$ cat src/rtl/wb_arbiter.sv
`default_nettype none
// ============================================================================
// Module   : wb_arbiter
// Purpose  : Write-back port arbiter between the execute stage and the load
//            unit. Each producer owns a one-entry buffer slot; the single
//            register-file write port is granted round-robin among slots
//            holding an entry that needs write-back.
// Ports    : clk, rst (async, active-low)
//            ex_v_i / ex_stall_o / ex_rd_num_i / ex_wb_i / ex_rd_data_i
//                   execute-stage result handshake and payload
//            ld_v_i / ld_stall_o / ld_rd_num_i / ld_wb_i / ld_rd_data_i
//                   load-unit result handshake and payload
//            rf_we_o / rf_num_o / rf_data_o  registered write port
//            busy_o  either slot holds an entry
// Revision : 1.0 - initial release
// ============================================================================
module wb_arbiter #(
    parameter int WORD = 32,
    parameter int W_RD = 5
) (
    input  logic            clk,
    input  logic            rst,

    input  logic            ex_v_i,
    output logic            ex_stall_o,
    input  logic [W_RD-1:0] ex_rd_num_i,
    input  logic            ex_wb_i,
    input  logic [WORD-1:0] ex_rd_data_i,

    input  logic            ld_v_i,
    output logic            ld_stall_o,
    input  logic [W_RD-1:0] ld_rd_num_i,
    input  logic            ld_wb_i,
    input  logic [WORD-1:0] ld_rd_data_i,

    output logic            rf_we_o,
    output logic [W_RD-1:0] rf_num_o,
    output logic [WORD-1:0] rf_data_o,
    output logic            busy_o
);

    // Encoding of the most recent grant winner.
    localparam logic c_GNT_EX = 1'b0;
    localparam logic c_GNT_LD = 1'b1;

    logic            r_ex_v;
    logic            r_ex_wb;
    logic [W_RD-1:0] r_ex_num;
    logic [WORD-1:0] r_ex_data;

    logic            r_ld_v;
    logic            r_ld_wb;
    logic [W_RD-1:0] r_ld_num;
    logic [WORD-1:0] r_ld_data;

    logic            r_last_grant;

    logic w_ex_elig;
    logic w_ld_elig;
    logic w_gnt_ex;
    logic w_gnt_ld;
    logic w_ex_drain;
    logic w_ld_drain;
    logic w_ex_acc;
    logic w_ld_acc;

    // Only entries that actually write compete for the port.
    assign w_ex_elig = r_ex_v & r_ex_wb;
    assign w_ld_elig = r_ld_v & r_ld_wb;

    // On a contest the requester that did not win last time gets the port.
    assign w_gnt_ex = w_ex_elig & (~w_ld_elig | (r_last_grant == c_GNT_LD));
    assign w_gnt_ld = w_ld_elig & (~w_ex_elig | (r_last_grant == c_GNT_EX));

    // A slot empties when it is granted, or unconditionally when its entry
    // carries no write-back.
    assign w_ex_drain = r_ex_v & (~r_ex_wb | w_gnt_ex);
    assign w_ld_drain = r_ld_v & (~r_ld_wb | w_gnt_ld);

    // A draining slot refills at the same edge, giving 1/cycle throughput.
    assign ex_stall_o = r_ex_v & ~w_ex_drain;
    assign ld_stall_o = r_ld_v & ~w_ld_drain;

    assign w_ex_acc = ex_v_i & ~ex_stall_o;
    assign w_ld_acc = ld_v_i & ~ld_stall_o;

    assign busy_o = r_ex_v | r_ld_v;

    always_ff @(posedge clk or negedge rst) begin
        if (!rst) begin
            r_ex_v       <= 1'b0;
            r_ex_wb      <= 1'b0;
            r_ex_num     <= '0;
            r_ex_data    <= '0;
            r_ld_v       <= 1'b0;
            r_ld_wb      <= 1'b0;
            r_ld_num     <= '0;
            r_ld_data    <= '0;
            r_last_grant <= c_GNT_LD;
            rf_we_o      <= 1'b0;
            rf_num_o     <= '0;
            rf_data_o    <= '0;
        end else begin
            // Execute slot
            if (w_ex_acc) begin
                r_ex_v    <= 1'b1;
                r_ex_wb   <= ex_wb_i;
                r_ex_num  <= ex_rd_num_i;
                r_ex_data <= ex_rd_data_i;
            end else if (w_ex_drain) begin
                r_ex_v    <= 1'b0;
            end

            // Load slot
            if (w_ld_acc) begin
                r_ld_v    <= 1'b1;
                r_ld_wb   <= ld_wb_i;
                r_ld_num  <= ld_rd_num_i;
                r_ld_data <= ld_rd_data_i;
            end else if (w_ld_drain) begin
                r_ld_v    <= 1'b0;
            end

            // Write port; address and data hold when idle.
            if (w_gnt_ex) begin
                rf_we_o      <= 1'b1;
                rf_num_o     <= r_ex_num;
                rf_data_o    <= r_ex_data;
                r_last_grant <= c_GNT_EX;
            end else if (w_gnt_ld) begin
                rf_we_o      <= 1'b1;
                rf_num_o     <= r_ld_num;
                rf_data_o    <= r_ld_data;
                r_last_grant <= c_GNT_LD;
            end else begin
                rf_we_o      <= 1'b0;
            end
        end
    end

endmodule
`default_nettype wire

$ cat config.mk
export PLATFORM = sky130hd
export DESIGN_NAME = wb_arbiter
export DESIGN_NICKNAME = d
export VERILOG_FILES = /design/src/rtl/wb_arbiter.sv
export SDC_FILE = /design/constraint.sdc
export NUM_CORES = 1
export LEC_CHECK = 0
export CELL_PAD_IN_SITES_DETAIL_PLACEMENT = 1
export CELL_PAD_IN_SITES_GLOBAL_PLACEMENT = 1
export CORE_UTILIZATION = 32
export CTS_CLUSTER_SIZE = 25
export DETAILED_ROUTE_END_ITERATION = 16
export HOLD_SLACK_MARGIN = 0.08
export PLACE_DENSITY = 0.66
export SKIP_LAST_GASP = 1
export SLEW_MARGIN = 20
export SYNTH_ARGS = -nofsm -noshare
export SYNTH_HDL_FRONTEND = slang
export SYNTH_SLANG_ARGS = --single-unit
$ cat constraint.sdc
create_clock -name clk -period 1.7 [get_ports clk]
set_input_delay 0.34 -clock clk [delete_from_list [all_inputs] [get_ports clk]]
set_output_delay 0.34 -clock clk [all_outputs]
set_load 0.01 [all_outputs]
==> reports/qor.yml, run 1 <==
final_layout:
  final_cell_mix: "dfrtp_1, clkdlybuf4s50_1, mux2_4, a31oi_1, a2bb2oi_1"
  drive_gt1_frac: 0.2938
  finalInstanceArea_um2: 7099
  nNetsFinal: 566
  fin_util: 0.4653
  antennaDiodeCount: 0
  final_common_cell: "dfrtp_1"
  syn_to_final_growth_pct: 41.89
die:
  initial_core_util: 0.3279
  die_w_um: 127.0
  die-area_um2: 16140
  num_rows: 45
  fp.dieH_um: 127.0
  core_um2: 15260
  ioPinCount: 121
synth:
  syn_area_um2: 5004
  syn-num-nets: 431
  synth.distinct_cells: 23
  netlist_instances: 351
  synth_seq_cells: 117
  syn_avg_cell_area_um2: 14.26
  yosysWarnings: 0
  seq_area_frac_synth: 0.5854
cts:
  cts.path.max_buffers: 2
  cts-root-buf: "clkbuf_16"
  numCtsBuffers: 17
  clkLatencyLatePin_ps: 410
  h-tree-depth: 4
  cts_tree: "done"
  clk_pin_slew_ps: 50
  cts.sinks: 117
routing:
  drt_iter0_drc: 159
  wirelength_um: 13510
  drt-pass1-iter-count: 4
  vias: 3515
  vias_per_cell: 4.965
  drc_errors: 0
  wl_per_cell_um: 19.08
  ant_nets: 0
status:
  status: "complete, no violations"
sta:
  hold_viol: 0
  slew_headroom: 0.6722
  max_freq_mhz: 588.6
  drv_slew: 0
  min_period_ps: 1699
  worst_slack_ps: 1.030
  rsz0062_at_grt: "yes"
  tightest_slew_ps: 491.7
  finalClockSkew_ps: 6.711
  setup_viol: 0
  finalCritPeriodShare: 0.9994
global_routing:
  grt_max_degree: 39
  grt_first_pass_wirelength_um: 22090
  grt_pass1_vias: 4003
  antenna_found_initial: 0
  grt-ovfl-total: 0
  grt_use_total: 0.1816
setup_path:
  r2r_start: "r_ex_v"
  cp-start-kind: "flop"
  cp.required_ps: 1990
  ff2ff_path_depth: 6
  cp_common_cell: "buf_4"
  cp.arrival_ps: 1990
  critPathCaptureType: "flop"
  cp_slowest_cell: "dfrtp_1"
  r2r_end: "r_ld_num[4]"
  crit_fanout: 20
  cp_slowest_stage_delay_ps: 350
  crit_chain: "buf_4 -> nand4_4 -> buf_4 -> o21ai_4 -> buf_12 -> mux2_2"
  worstSetupPathType: "reg -> reg"
  regToRegSetupSlack_ps: 1
  crit_path_start: "r_ex_v"
placement:
  dpl_cell_area_um2: 6502
  portBuffers: 120
  hpwl_um: 8874
  preCtsSetupSlack_ps: 4.036
  place_congestion: 0.7660
pwr:
  powerDensity_nw_per_um2: 1282
  p_leak_nw: 3.040
  peakVddDrop_mv: 0.7027
min_path:
  hold_class: "in -> async"
flow_run:
  max_cap_viol_count: 0
layer usage:
layer | vias up | GRT usage | share of wire
met5 | - | 0 | 0
met4 | 0 | 0.05252 | 0.0099
li1 | 1587 | - | -
met2 | 87 | 0.2938 | 0.50
met3 | 11 | 0.05067 | 0.040
met1 | 1830 | 0.2380 | 0.45
cells in the mapped netlist:
cell | instances | area share
dfrtp_1 | 116 | 0.58
mux2_4 | 40 | 0.12
a2bb2oi_1 | 37 | 0.065
a31oi_1 | 37 | 0.046
mux2_2 | 36 | 0.081
o21ai_0 | 33 | 0.033
buf_2 | 17 | 0.017
clkbuf_1 | 6 | 0.0045
o21ai_1 | 5 | 0.0050
buf_12 | 4 | 0.016
or2_2 | 3 | 0.0038
buf_4 | 2 | 0.0030
buf_6 | 2 | 0.0045
inv_1 | 2 | 0.0015
nor2_1 | 2 | 0.0015
o21ai_2 | 2 | 0.0035
a22oi_1 | 1 | 0.0015
and2_1 | 1 | 0.0013
and3b_1 | 1 | 0.0018
dfstp_2 | 1 | 0.0053
nand2_1 | 1 | 0.00075
nand3b_1 | 1 | 0.0015
nand4_2 | 1 | 0.0025
cell families after synthesis:
logic type,share of synthesized area
flops,0.5854
compound gates,0.1540
mux,0.2011
buf+inv,0.04651
simple gates,0.01300
worst max path at each step:
stage,to,slack [ps],cells after the start
final,r_ld_num[4],1,6
after global routing,r_ld_data[14],-50,6
after CTS,rf_data_o[6],4,1
after detailed placement,ld_stall_o,4,3
after global placement,ld_stall_o,40,3
after floorplan,r_ld_data[15],220,5
flip-flops by register name (all words and copies together), names as in the netlist:
name	cells
r_ld_data	32
r_ld_v	1
r_ex_num	5
rf_we_o	1
r_ex_v	1
rf_data_o	32
r_ex_wb	1
r_ld_wb	1
rf_num_o	5
r_ex_data	32
r_ld_num	5
r_last_grant	1
area by class of cell:
class,count,area [µm²]
clock buffer,21,460.4
clock inverter,9,81.33
fill,1570,8159
inverter,2,7.507
multi-input combinational,201,1881
sequential,117,2930
tap,211,264.0
timing repair buffer,147,1475
worst max-delay path: cells and delay by family (launching register included):
family	cells	cell delay (ps)
AO/OA/AOI/OAI	1	200
flip-flops	1	350
multiplexers	1	350
AND/OR/NAND/NOR	1	140
buffers and inverters	3	520
what timing repair did:
item / CTS / global route
gates cloned: 0 / 0
gates resized for setup: 27 / 6
hold buffers: 1 / 0
endpoints found under the setup margin: 13 / 59
setup buffers: 4 / 0
pin swaps: 3 / 1
endpoints found under the hold margin: 23 / 0
where the power goes:
group	internal (W)	switching (W)	total, W
registers	0.00330	0.000319	0.00362
logic	0.00128	0.000919	0.00220
clock network	0.00206	0.00123	0.00329
total	0.00663	0.00247	0.00910
through the flow:
stage          cells  setup TNS [ps]  power, W  hold slack [ps]
2_1_floorplan    351               0  0.004725            44.41
3_3_place_gp     673               0  0.005828            287.5
3_5_place_dp     673               0  0.005889            292.6
4_1_cts          708               0  0.009228            401.6
5_1_grt          708           -1043  0.009532            420.4
6_report         708               0  0.009104            402.4
Power figures use the tool's default switching activity.
==> inputs of run 2 (changes only) <==
clock period = 1.9 ns   (was 1.7 ns; I/O delays follow)
==> run 2 against run 1 <==
  * Clock skew rose by 1.4 ps
  * Sequential share of layout area fell by 0.10 points
  * Global-route usage fell by 0.23 points
  * Die area did not move
  * First-iteration DRC count fell by 16%
  * Sequential power fell by 10%
  * Critical endpoint is now busy_o
  * Critical path type is now reg -> out
  * Power fell by 4.2%
  * Largest power group is now clock
==> reports/qor.yml, run 2 (synthesized netlist as in run 1, its figures left out) <==
status:
  status: "complete, no violations"
global_routing:
  grt_first_pass_wirelength_um: 21790
  grt_use_total: 0.1793
  antenna_found_initial: 0
  grt-ovfl-total: 0
  grt_pass1_vias: 3920
  grt_max_degree: 118
cts:
  cts-root-buf: "clkbuf_16"
  clkLatencyLatePin_ps: 410
  cts.sinks: 117
  numCtsBuffers: 17
  clk_pin_slew_ps: 50
  h-tree-depth: 4
  cts.path.max_buffers: 2
  cts_tree: "done"
pwr:
  combPwrFrac: 0.224
  power.share.switching: 0.2514
  powerDensity_nw_per_um2: 1225
  total_power_w: 0.008717
  peakVddDrop_mv: 0.6100
  internal_power_w: 0.006526
  p_leak_nw: 3.005
  pwr-share-clk: 0.404
  switching_power_w: 0.002191
  p_seq_frac: 0.372
placement:
  dpl_cell_area_um2: 6442
  portBuffers: 120
  place_congestion: 0.7305
  hpwl_um: 8380
  placed_cells: 665
die:
  ioPinCount: 121
  num_rows: 45
  initial_core_util: 0.3279
  die-area_um2: 16140
  die_w_um: 127.0
  core_um2: 15260
  fp.dieH_um: 127.0
final_layout:
  finalNonFillerCells: 700
  final_common_cell: "clkdlybuf4s50_1"
  reg_top3: "r_ex_data (32), r_ld_data (32), rf_data_o (32)"
  antennaDiodeCount: 0
  final_cell_mix: "clkdlybuf4s50_1, dfrtp_1, mux2_4, a31oi_1, a2bb2oi_1"
  finalInstanceArea_um2: 7117
  drive_gt1_frac: 0.2761
  fill_cells: 1574
  syn_to_final_growth_pct: 42.24
  nNetsFinal: 556
sta:
  rsz0062_at_grt: "no"
  finalClockSkew_ps: 8.099
  hold_viol: 0
  setup_viol: 0
  min_period_ps: 1813
  slew_headroom: 0.4295
  max_freq_mhz: 551.6
  drv_slew: 0
  finalCritPeriodShare: 0.9542
  tightest_slew_ps: 855.8
  finalSetupTns_ps: 0
setup_path:
  cp.arrival_ps: 1430
  r2r_start: "r_ex_v"
  cp-start-kind: "flop"
  regToRegSetupSlack_ps: 90
  cp.required_ps: 1520
  crit_fanout: 3
  r2r_end: "rf_data_o[29]"
  critPathCaptureType: "output port"
  ff2ff_path_depth: 4
  worstSetupPathType: "reg -> out"
routing:
  vias_per_cell: 4.909
  drc_errors: 0
  wl_per_cell_um: 19.07
  ant_nets: 0
  drt_iter0_drc: 134
  wirelength_um: 13350
  drt-pass1-iter-count: 4
  vias: 3436
min_path:
  hold_class: "in -> async"
flow_run:
  max_cap_viol_count: 0
run 2: changes by cell type in the layout (fill, tap and decap cells not counted), moves of 3 or more:
| cell | previous run | this run |
|---|---|---|
| bufinv_16 | 1 | 5 |
| dlymetal6s2s_1 | 6 | 0 |
| clkinvlp_4 | 3 | 0 |
| clkdlybuf4s50_1 | 102 | 116 |
| buf_4 | 21 | 12 |
| dlygate4sd2_1 | 8 | 2 |
run 2: worst max-delay path by stage:
stage	cells after the start	to	slack [ps]	startpoint
final	2	busy_o	90	r_ex_v
after detailed placement	3	ld_stall_o	170	r_last_grant
after floorplan	5	r_ld_data[15]	420	r_last_grant
after global routing	4	rf_data_o[26]	10	r_ex_v
after CTS	3	ld_stall_o	-20	r_last_grant
after global placement	3	ld_stall_o	170	r_last_grant
run 2: what timing repair did:
action / 4_1_cts / 5_1_grt
gates resized for setup: 5 / 2
buffers inserted: 3 / 0
endpoints found under the setup margin: 3 / 1
hold buffers: 0 / 0
run 2: power by group through the flow:
stage,Combinational [W],Sequential (W),Clock (W)
floorplan,0.000924,0.00330,0
global placement,0.00192,0.00326,0
detailed placement,0.00196,0.00328,0
CTS,0.00198,0.00325,0.00362
global route,0.00211,0.00330,0.00373
finish,0.00195,0.00324,0.00352
run 2: layout make-up:
cell class              count  area, µm²  area share
clock inverters            10      175.2     0.02461
inverters                   2      7.507    0.001055
repair buffers            137       1394      0.1959
well taps                 211      264.0     0.03710
clock buffers              22      474.2     0.06663
multi-input cells         201       1872      0.2630
flip-flops and latches    117       2930      0.4117
run 2: stage by stage:
step	utilization	setup WS (ps)	hold WS (ps)
2_1_floorplan	-	417.2	84.41
3_3_place_gp	0.4222	174.1	482.0
3_5_place_dp	0.4222	169.0	488.5
4_1_cts	0.4667	-20.87	87.40
5_1_grt	0.4664	13.34	106.5
6_report	0.4664	86.95	57.96
run 2: critical path, cell delays in order, from the launching register on:
cell and delay (ps):
dfrtp_1 420, or2_2 310, dlygate4sd2_1 290
run 2: routing by layer:
metal / wire (µm) / GRT usage / part of all wire / vias up
li1: - / - / - / 1570
met3: 527 / 0.04941 / 0.039 / 12
met2: 6512 / 0.2899 / 0.49 / 77
met4: 150 / 0.06022 / 0.011 / 0
met1: 6154 / 0.2325 / 0.46 / 1777
met5: 0 / 0 / 0 / -
==> inputs of run 3 (changes only) <==
TNS_END_PERCENT = 10   (was not set)
clock period = 1.8 ns   (was 1.9 ns; I/O delays follow)
==> run 3 against run 2 <==
  * Routed wire length is 1.5% lower
  * Non-clock buffer count grew 2
  * Clock skew down 1.5 ps
  * Largest cell class unchanged
  * Critical endpoint is now ex_stall_o
  * Power rose by 5.8%
  * Critical path depth increased by 1
  * Sequential power up 5%
  * Via count up 0.29%
  * Sequential share of layout area is 0.21 points lower
  * Highest routed layer unchanged
==> reports/qor.yml, run 3 (synthesized netlist as in run 1, its figures left out) <==
sta:
  slew_headroom: 0.4471
  worst_slack_ps: 28.42
  finalClockSkew_ps: 6.632
  finalCritPeriodShare: 0.9842
  drv_slew: 0
  finalSetupTns_ps: 0
  min_period_ps: 1772
  hold_viol: 0
  tightest_slew_ps: 829.4
  max_freq_mhz: 564.5
  rsz0062_at_grt: "yes"
  setup_viol: 0
final_layout:
  final_cell_mix: "clkdlybuf4s50_1, dfrtp_1, mux2_4, a31oi_1, a2bb2oi_1"
  syn_to_final_growth_pct: 43.01
  antennaDiodeCount: 0
  drive_gt1_frac: 0.2770
  nNetsFinal: 558
  reg_top3: "r_ex_data (32), r_ld_data (32), rf_data_o (32)"
  final_common_cell: "clkdlybuf4s50_1"
routing:
  drc_errors: 0
  wl_per_cell_um: 18.72
  vias_per_cell: 4.909
  ant_nets: 0
  drt-pass1-iter-count: 4
  wirelength_um: 13140
  drt_iter0_drc: 97
  vias: 3446
pwr:
  peakVddDrop_mv: 0.6364
  powerDensity_nw_per_um2: 1288
  combPwrFrac: 0.227
  power.share.switching: 0.2500
  pwr-share-clk: 0.403
  p_seq_frac: 0.370
  internal_power_w: 0.006914
  p_leak_nw: 3.015
  switching_power_w: 0.002305
setup_path:
  worstSetupPathType: "reg -> out"
  regToRegSetupSlack_ps: 90
  crit_chain: "nand4_2 -> nor2_1 -> clkdlybuf4s15_1"
  cp-start-kind: "flop"
  worst_path_dominant_cell_family: "flip-flops"
  cp_slowest_cell: "dfrtp_1"
  ff2ff_path_depth: 5
  cp.arrival_ps: 1410
  r2r_end: "r_ld_num[4]"
  critPathCaptureType: "output port"
  path_depth: 3
  crit_fanout: 5
  cp_slowest_stage_delay_ps: 440
  crit_buf_inv: 1
  crit_end: "ex_stall_o"
  crit_path_start: "r_ld_wb"
  cp.required_ps: 1440
  r2r_start: "r_ld_wb"
global_routing:
  grt_util_met1: 0.2208
  grt_use_total: 0.1758
  grt_max_degree: 56
  grt_pass1_vias: 3834
  grt_util_met2: 0.2867
  antenna_found_initial: 0
  grt_first_pass_wirelength_um: 21220
  grt-ovfl-total: 0
  grt_use_met3: 0.05653
  grt-busiest-layer: "met2"
cts:
  numCtsBuffers: 17
  clkLatencyLatePin_ps: 410
  clk_pin_slew_ps: 50
  cts_tree: "done"
  cts.path.max_buffers: 2
  cts-root-buf: "clkbuf_16"
  cts.sinks: 117
  h-tree-depth: 4
die:
  fp.dieH_um: 127.0
  ioPinCount: 121
  die-area_um2: 16140
  core_um2: 15260
  num_rows: 45
  die_w_um: 127.0
  initial_core_util: 0.3279
min_path:
  hold_class: "in -> async"
flow_run:
  max_cap_viol_count: 0
placement:
  preCtsSetupSlack_ps: 94.23
  portBuffers: 120
  place_congestion: 0.7307
  hpwl_um: 8370
status:
  status: "complete, no violations"
## run 3: cell count changes in the layout (fill, tap and decap cells not counted), moves of 2 or more
cell | previous run | this run
buf_12 | 6 | 8
clkdlybuf4s15_1 | 0 | 2
clkinv_2 | 5 | 3
dlygate4sd2_1 | 2 | 0
## run 3: timing repair
action	4_1_cts	5_1_grt
setup buffers	1	1
endpoints found under the setup margin	3	5
hold endpoints to repair	11	0
hold buffers	1	0
gates resized for setup	5	4
## run 3: worst min-delay path by stage
| stage | from | end | slack (ps) |
|---|---|---|---|
| 2_1_floorplan | rst | r_ex_data[0] | 60 |
| 5_1_grt | rst | rf_data_o[13] | 350 |
| 3_5_place_dp | rst | rf_data_o[14] | 230 |
| 4_1_cts | rst | rf_data_o[14] | 340 |
| 3_3_place_gp | rst | rf_data_o[14] | 230 |
| 6_report | rst | r_ld_data[13] | 340 |
## run 3: power by group through the flow
stage / clock [W] / sequential (W) / combinational (W)
global route: 0.00392 / 0.00347 / 0.00226
CTS: 0.00379 / 0.00342 / 0.00213
finish: 0.00371 / 0.00341 / 0.00209
detailed placement: 0 / 0.00344 / 0.00210
global placement: 0 / 0.00343 / 0.00205
floorplan: 0 / 0.00349 / 0.000975
## run 3: final cells by class
type | instances | area (µm²)
inverters | 2 | 7.507
clock buffers | 23 | 478.0
clock inverters | 9 | 172.7
fillers | 1564 | 8103
repair buffers | 139 | 1439
well taps | 211 | 264.0
flip-flops and latches | 117 | 2932
multi-input cells | 201 | 1863
## run 3: layer usage
layer | vias up | share of wire
met5 | - | 0
met4 | 0 | 0.013
met3 | 15 | 0.047
met2 | 92 | 0.49
met1 | 1763 | 0.45
li1 | 1576 | -
## run 3: worst reg2reg max path: stages (launching register included)
cell and delay (ps):
dfrtp_1 440, nand4_2 160, buf_4 190, o21ai_4 210, buf_12 230, mux2_2 370
## run 3: metrics by stage
step           std cells  power (W)  hold slack, ps  instance area (µm²)    util
2_1_floorplan        351   0.004462           64.41                 5004       -
3_3_place_gp         667   0.005486           226.1                 6482  0.4248
3_5_place_dp         667   0.005546           230.0                 6482  0.4248
4_1_cts              701   0.009332           338.3                 7149  0.4686
5_1_grt              702   0.009654           347.7                 7156  0.4690
6_report             702   0.009219           344.2                 7156  0.4690
